[config.mk]
export PLATFORM = sky130hd
export DESIGN_NAME = perceptron_trainer
export DESIGN_NICKNAME = d
export VERILOG_FILES = /design/src/rtl/perceptron_pkg.sv /design/src/rtl/perceptron_sat_counter.sv /design/src/rtl/perceptron_trainer.sv
export SDC_FILE = /design/constraint.sdc
export NUM_CORES = 1
export LEC_CHECK = 0
export ABC_AREA = 0
export CORE_MARGIN = 10
export CORE_UTILIZATION = 30
export CTS_CLUSTER_DIAMETER = 50
export DETAILED_ROUTE_END_ITERATION = 10
export PLACE_DENSITY = 0.61
export SLEW_MARGIN = 30
export SYNTH_ARGS = -nofsm -noshare
export SYNTH_HDL_FRONTEND = slang
export SYNTH_SLANG_ARGS = --single-unit
[constraint.sdc]
create_clock -name clk -period 3 [get_ports clk]
set_input_delay 0.6 -clock clk [delete_from_list [all_inputs] [get_ports clk]]
set_output_delay 0.6 -clock clk [all_outputs]
set_load 0.03 [all_outputs]
[src/rtl/perceptron_pkg.sv]
// Shared widths, FSM state type and the error arithmetic for the perceptron trainer.
package perceptron_pkg;

  localparam int ARGW = 8;
  localparam int ARGD = 2;
  localparam int RESW = 8;
  localparam int ERRW = 16;
  localparam int FBKW = 16;
  localparam int FBKD = 2;

  typedef enum logic [2:0] {
    IDLE,
    ARG,
    RES,
    ERR,
    FBK
  } state_t;

  // tgt - res with both operands zero-extended, so the result always fits in ERRW.
  function automatic logic signed [ERRW-1:0] err_calc(input logic [RESW-1:0] tgt,
                                                      input logic [RESW-1:0] res);
    logic signed [ERRW-1:0] t;
    logic signed [ERRW-1:0] r;
    t = $signed({{(ERRW-RESW){1'b0}}, tgt});
    r = $signed({{(ERRW-RESW){1'b0}}, res});
    return t - r;
  endfunction

endpackage

[src/rtl/perceptron_sat_counter.sv]
// Saturating up-counter with synchronous clear; clear wins over increment.
module sat_counter #(
  parameter int WIDTH = 16
) (
  input  logic             clk,
  input  logic             rst,
  input  logic             clr,
  input  logic             inc,
  output logic [WIDTH-1:0] cnt
);

  // Count completions, holding at all-ones.
  always_ff @(posedge clk or posedge rst) begin
    if (rst) begin
      cnt <= '0;
    end else if (clr) begin
      cnt <= '0;
    end else if (inc && (cnt != '1)) begin
      cnt <= cnt + 1'b1;
    end
  end

endmodule

[src/rtl/perceptron_trainer.sv]
// Supervisor that walks one sample at a time through a perceptron's
// argument/result/error/feedback streams and keeps per-epoch statistics.
module perceptron_trainer
  import perceptron_pkg::*;
#(
  parameter int ARGW = perceptron_pkg::ARGW,
  parameter int ARGD = perceptron_pkg::ARGD,
  parameter int RESW = perceptron_pkg::RESW,
  parameter int ERRW = perceptron_pkg::ERRW,
  parameter int FBKW = perceptron_pkg::FBKW,
  parameter int FBKD = perceptron_pkg::FBKD,
  parameter int TOL  = 0,
  parameter int CNTW = 16
) (
  input  logic                      clk,
  input  logic                      rst,
  input  logic                      en,
  input  logic                      clr,
  input  logic                      smp_valid,
  output logic                      smp_ready,
  input  logic [ARGD*ARGW+RESW-1:0] smp_data,
  output logic                      arg_valid,
  input  logic                      arg_ready,
  output logic [ARGD*ARGW-1:0]      arg_data,
  input  logic                      res_valid,
  output logic                      res_ready,
  input  logic [RESW-1:0]           res_data,
  output logic                      err_valid,
  input  logic                      err_ready,
  output logic [ERRW-1:0]           err_data,
  input  logic                      fbk_valid,
  output logic                      fbk_ready,
  input  logic [FBKD*FBKW-1:0]      fbk_data,
  output logic [CNTW-1:0]           cnt,
  output logic [CNTW-1:0]           hit
);

  localparam int AW = ARGD * ARGW;
  localparam logic [ERRW:0] TOL_V = (ERRW+1)'(TOL);
  localparam logic [ERRW:0] ONE   = (ERRW+1)'(1);

  state_t           state;
  logic             mode;
  logic [RESW-1:0]  tgt_q;
  logic [ERRW-1:0]  err_new;
  logic [ERRW:0]    fin_err;
  logic [ERRW:0]    err_mag;
  logic             done;
  logic             hit_inc;
  logic             unused_fbk;

  // Feedback is drained and discarded.
  assign unused_fbk = ^fbk_data;

  assign err_new = err_calc(tgt_q, res_data);

  // Sample sequencer: each handshake output is set on entry to its state.
  // NOTE: state and outputs use non-blocking assignments so every read in this
  // block sees the pre-edge value, independent of statement order.
  always_ff @(posedge clk or posedge rst) begin
    if (rst) begin
      state     <= IDLE;
      smp_ready <= 1'b0;
      arg_valid <= 1'b0;
      res_ready <= 1'b0;
      err_valid <= 1'b0;
      fbk_ready <= 1'b0;
      arg_data  <= '0;
      err_data  <= '0;
      mode      <= 1'b0;
      tgt_q     <= '0;
    end else begin
      case (state)
        IDLE: begin
          if (smp_ready && smp_valid) begin
            arg_data  <= smp_data[AW-1:0];
            tgt_q     <= smp_data[AW +: RESW];
            mode      <= en;
            smp_ready <= 1'b0;
            arg_valid <= 1'b1;
            state     <= ARG;
          end else begin
            smp_ready <= 1'b1;
          end
        end
        ARG: begin
          if (arg_ready) begin
            arg_valid <= 1'b0;
            res_ready <= 1'b1;
            state     <= RES;
          end
        end
        RES: begin
          if (res_valid) begin
            err_data  <= err_new;
            res_ready <= 1'b0;
            if (mode) begin
              err_valid <= 1'b1;
              state     <= ERR;
            end else begin
              smp_ready <= 1'b1;
              state     <= IDLE;
            end
          end
        end
        ERR: begin
          if (err_ready) begin
            err_valid <= 1'b0;
            fbk_ready <= 1'b1;
            state     <= FBK;
          end
        end
        FBK: begin
          if (fbk_valid) begin
            fbk_ready <= 1'b0;
            smp_ready <= 1'b1;
            state     <= IDLE;
          end
        end
        default: state <= IDLE;
      endcase
    end
  end

  // Detect sample completion and pick the error that belongs to it.
  // NOTE: every output gets a default first so no path leaves it unassigned,
  // which would otherwise infer a latch.
  always_comb begin
    done    = 1'b0;
    fin_err = '0;
    if ((state == RES) && res_valid && !mode) begin
      done    = 1'b1;
      fin_err = {err_new[ERRW-1], err_new};
    end else if ((state == FBK) && fbk_valid) begin
      done    = 1'b1;
      fin_err = {err_data[ERRW-1], err_data};
    end
  end

  // One extra bit keeps the magnitude of the most-negative error representable.
  assign err_mag = fin_err[ERRW] ? (~fin_err + ONE) : fin_err;
  assign hit_inc = done && (err_mag <= TOL_V);

  sat_counter #(.WIDTH(CNTW)) u_cnt (
    .clk (clk),
    .rst (rst),
    .clr (clr),
    .inc (done),
    .cnt (cnt)
  );

  sat_counter #(.WIDTH(CNTW)) u_hit (
    .clk (clk),
    .rst (rst),
    .clr (clr),
    .inc (hit_inc),
    .cnt (hit)
  );

endmodule

[Word level (Yosys, flattened, before mapping)]
Cells that the tools add are included.
Widths: inputs -> output; s select.
Storage, ports and cells
  bits in registers: 81
Operators by class
  add/subtract/negate cells: 4
  $lt $le $gt $ge: 1
  equal/unequal tests: 13
  muxes and demuxes: 34
  bitwise operators: 1
  reduce and logical (&&, ||, !) cells: 24
Operators with widths (number)
  $mux 16: 4
  $mux 17: 3
  $add 16x1->16 const B: 2
  $ne 16x16->1 const B: 2
  $add 17x1->17 const B: 1
  $le 17x1->1 const B: 1
  $not 17->17: 1
  $mux 1: 15
  $mux 3: 5
  $pmux 3 s5: 1
  $ne 2x2->1 const B: 7
  $reduce_bool 2->1: 6
  $reduce_and 3->1: 3
  $sub 8x8->9: 1
  $pmux 1 s2: 4
  $reduce_and 4->1: 2
  $logic_and 1x1->1: 7
  $eq 3x2->1 const B: 2
  $reduce_and 5->1: 1
  $reduce_and 2->1: 2
  $eq 3x1->1 const B: 1
  $eq 3x3->1 const B: 1
  $logic_not 3->1: 1
  $pmux 1 s3: 1
  3 further kinds: 3

[Longest topological paths before layout]
  word-level depth: 12
  depth in mapped cells: 13
  gate-level depth less buffers: 11

[Modules after synthesis]
From an unflattened synthesis, not the netlist that was laid out.
Second synthesis, totals
  cells, all modules: 404
  area total of the unflattened synthesis: 4172.8 um^2
Modules (own cells, without submodules)
  perceptron_trainer: times used 1, cells an instance 202, area each 2308.5 um^2, seq. area each 1051.0 um^2
  sat_counter: times used 2, cells an instance 101, area each 932.1 um^2, seq. area each 400.4 um^2

[Least setup slack after synthesis]
No wires, ideal clock.
  path type: input to register
  start: input port res_data[0]
  end: register u_hit.cnt[4]
  library setup time: 0.125 ns
  arrival: 2.884 ns
  data required time: 2.875 ns
  path slack: -0.009 ns
  stages on the path: 11
  buffers on the path: 1
  path through: ha_1 > inv_1 > fa_1 > a211oi_1 > o21ba_2 > o21ai_0 > a211oi_1 > o21ai_2 > buf_6 > nor4b_1 > mux2_2
Between the ends
  cells in the longest elaborated chain, start to end: 9
RTL lines
  from (decl): RTL line perceptron_trainer.sv:27  | input logic [RESW-1:0] res_data,
  $sub 8x8->9 (*): RTL line perceptron_pkg.sv:26  | return t - r;
  $mux 17 (*): RTL line perceptron_trainer.sv:131  | if ((state == RES) && res_valid && !mode) begin
  $not 17->17: RTL line perceptron_trainer.sv:141  | assign err_mag = fin_err[ERRW] ? (~fin_err + ONE) : fin_err;
  $add 17x1->17: RTL line perceptron_trainer.sv:141
  $mux 17 (*): RTL line perceptron_trainer.sv:141
  $le 17x1->1 (*): RTL line perceptron_trainer.sv:142  | assign hit_inc = done && (err_mag <= TOL_V);
  $logic_and 1x1->1 (*): RTL line perceptron_trainer.sv:142
  $logic_and 1x1->1 (*): RTL line perceptron_sat_counter.sv:18  | end else if (inc && (cnt != '1)) begin
  $reduce_bool 2->1 (no source line) (*)
  to (signal assigned): RTL line perceptron_sat_counter.sv:19  | cnt <= cnt + 1'b1;
  to (decl): RTL line perceptron_sat_counter.sv:9  | output logic [WIDTH-1:0] cnt
Mark *: on every way between the ends. The rest lies on a longest branch, timed or not.
A chain may end at the register's enable or synchronous reset.

[Final worst setup path]
  start: input port res_data[6]
  end: register u_hit.cnt[11]
Same word-level chain as after synthesis.

==> results_dict.tcl <==
set metrics [dict create \
    syn_inst 384 \
    vias 3479 \
    worst_slew_pin_slew_ps 691 \
    die_area_um2 18000 \
    drc 0 \
    p_leak_nw 2.50 \
    cts_buffers 9 \
    rrSetupSlack_ps 150 \
    power.density_nw_per_um2 849 \
    finalCritPeriodShare 0.980 \
    ios 142 \
    design_area_um2 6080 \
    cts_max_level 3 \
    tns_ps 0 \
    routed_wl_mm 11.3 \
    syn_avg_cell_area_um2 10.2 \
    async_flop_share 1.00 \
    ant_nets 0 \
    final_cell_mix "clkdlybuf4s50_1 (105), dfrtp_1 (74), buf_4 (34)" \
    crit_fanout 7 \
    skew_ps 6.27 \
    finalCriticalPeriod_ps 2940 \
    io_buffers 109 \
    syn_to_final_growth_pct 55.4 \
    dp.cells 673 \
    ys.flop_type "dfrtp_1" \
    finalHoldViolCount 0 \
    clk_latency_ps 340 \
    synth_edf_count 0 \
    drt-vias-per-instance 4.97 \
    cts_max_path_buffers 2 \
    critPathLaunchType "input port" \
    vdd_drop_max_mv 0.378 \
    fmax_ghz 0.340 \
    yosys_warnings 0 \
    cts_tree "built" \
    coreArea_um2 12700 \
    critPathKind "input port to flip-flop" \
    syn_area_um2 3910 \
    place.gp.congestion 0.833 \
    timing.slew.headroom 0.538 \
    setup_slack_ps 60.8 \
    nNetsFinal 608 \
    slew_viol_final 0 \
    synth.yosys.seq_area_share 0.474 \
    layout-drive-gt1-share 0.261 \
    first_pass_iters 5 \
    setup-violations-final 0 \
    cts-root-buf "clkbuf_16" \
    hold_path_class "flip-flop to flip-flop" \
    stdcell_count 700 \
    grt_pass1_vias 3522 \
    status "finished, final reports clean" \
    grt_pass1_wl_mm 17.8 \
    dpl-instance-area_um2 5360 \
    worstSetupEndpointType "flip-flop" \
    wl_per_cell_um 16.2 \
    die_h_um 134 \
    yosys_register_bits 74 \
    holdWs_ps 500 \
    grt_overflow 0 \
    syn_nets 468 \
    pre_cts_ws_ps -576 \
    worstPathRequired_ps 3260 \
    place_hpwl_mm 7.97 \
    post-route-util 0.480 \
    first_iter_violations 173 \
    antennaDiodeCount 0 \
    grt_max_degree 75 \
    clkSlewWorstSetupHoldPaths_ps 60 \
    start_util 0.308 \
    antenna_found_initial 0 \
    netlist-cell-type-count 55 \
    num_rows 41 \
    arrival_ps 3200 \
    grtUsageTotal 0.122 \
    final_common_cell "clkdlybuf4s50_1" \
    total_power_mw 5.16 \
    cts.sinks 74 \
    maxCapViolations 0 \
    die_x_um 134 \
]
[kinds of logic after synthesis]
group,count (synthesis),synth area share
flops,74,0.474
mux,31,0.0887
xor+xnor,15,0.0336
compound gates,77,0.134
fa+ha+maj,11,0.0371
simple gates,136,0.184
buf+inv,40,0.0480
[final timing paths]
kind,depth (start not counted),end,startpoint
setup / recovery,10,u_hit.cnt[11]$_DFFE_PP0P_,res_data[6]
hold reg to reg,2,err_data[1]$_DFFE_PP0N_,err_data[1]$_DFFE_PP0N_
max in group asynchronous,3,err_data[4]$_DFFE_PP0N_,rst
setup reg to reg,13,u_hit.cnt[4]$_DFFE_PP0P_,tgt_q[0]$_DFFE_PP0P_
hold / removal,2,err_data[1]$_DFFE_PP0N_,err_data[1]$_DFFE_PP0N_
min in group asynchronous,3,fbk_ready$_DFFE_PP0P_,rst
[repair_timing]
item | 4_1_cts | 5_1_grt
gates cloned | 0 | 2
hold buffers | 0 | 0
pin swaps | 15 | 15
resized for setup | 23 | 40
endpoints found under the setup margin | 16 | 16
buffers inserted | 9 | 1
[critical path, stage by stage]
cell	delay, ps
clkdlybuf4s50_1	450
inv_1	40
ha_1	200
or3b_4	390
nand3b_1	210
o311ai_4	330
a41oi_4	110
buf_12	200
or4_1	530
a21oi_2	130
[layout make-up]
type	instances	area, µm²
Clock inverter	3	15.0
Multi-Input combinational cell	270	2150
Clock buffer	12	256
Fill cell	1154	6600
Inverter	16	60.1
Sequential cell	74	1850
Tap cell	172	215
Timing Repair Buffer	153	1520
[state kept, by name (all words and copies together) (netlist names)]
| signal | count |
|---|---|
| smp_ready | 1 |
| err_valid | 1 |
| res_ready | 1 |
| tgt_q | 8 |
| fbk_ready | 1 |
| mode | 1 |
| u_cnt.cnt | 16 |
| arg_data | 16 |
| u_hit.cnt | 16 |
| arg_valid | 1 |
| state | 3 |
| err_data | 9 |
[synthesized netlist by cell type (7+ instances only)]
| library cell | n | area, µm² |
|---|---|---|
| buf_4 | 7 | 52.6 |
| or3_1 | 7 | 43.8 |
| or4_1 | 9 | 67.6 |
| and3_1 | 7 | 43.8 |
| nand3_1 | 18 | 90.1 |
| a21oi_1 | 24 | 120 |
| nor2_1 | 31 | 116 |
| nand2_1 | 29 | 109 |
| dfrtp_1 | 74 | 1850 |
| clkbuf_1 | 13 | 48.8 |
| o21ai_0 | 15 | 75.1 |
| inv_1 | 16 | 60.1 |
| nor2b_1 | 7 | 43.8 |
| xor2_1 | 12 | 105 |
| ha_1 | 10 | 125 |
| o31ai_1 | 11 | 82.6 |
| mux2_2 | 29 | 327 |
[where the power goes]
part / internal (mW) / leakage (nW) / switching [mW]
combinational: 1.29 / 1.41 / 1.37
clock: 0.596 / 0.138 / 0.409
sequential: 1.28 / 0.949 / 0.216
total: 3.16 / 2.50 / 2.00
[layer usage]
metal  up-vias  track usage  wire [µm]
met1      1714        0.141       4820
li1       1658            -          -
met3        19       0.0388        685
met2        88        0.205       5580
met4         0       0.0514        255
met5         -            0          0
No activity file was read; power rests on OpenSTA's default activity.
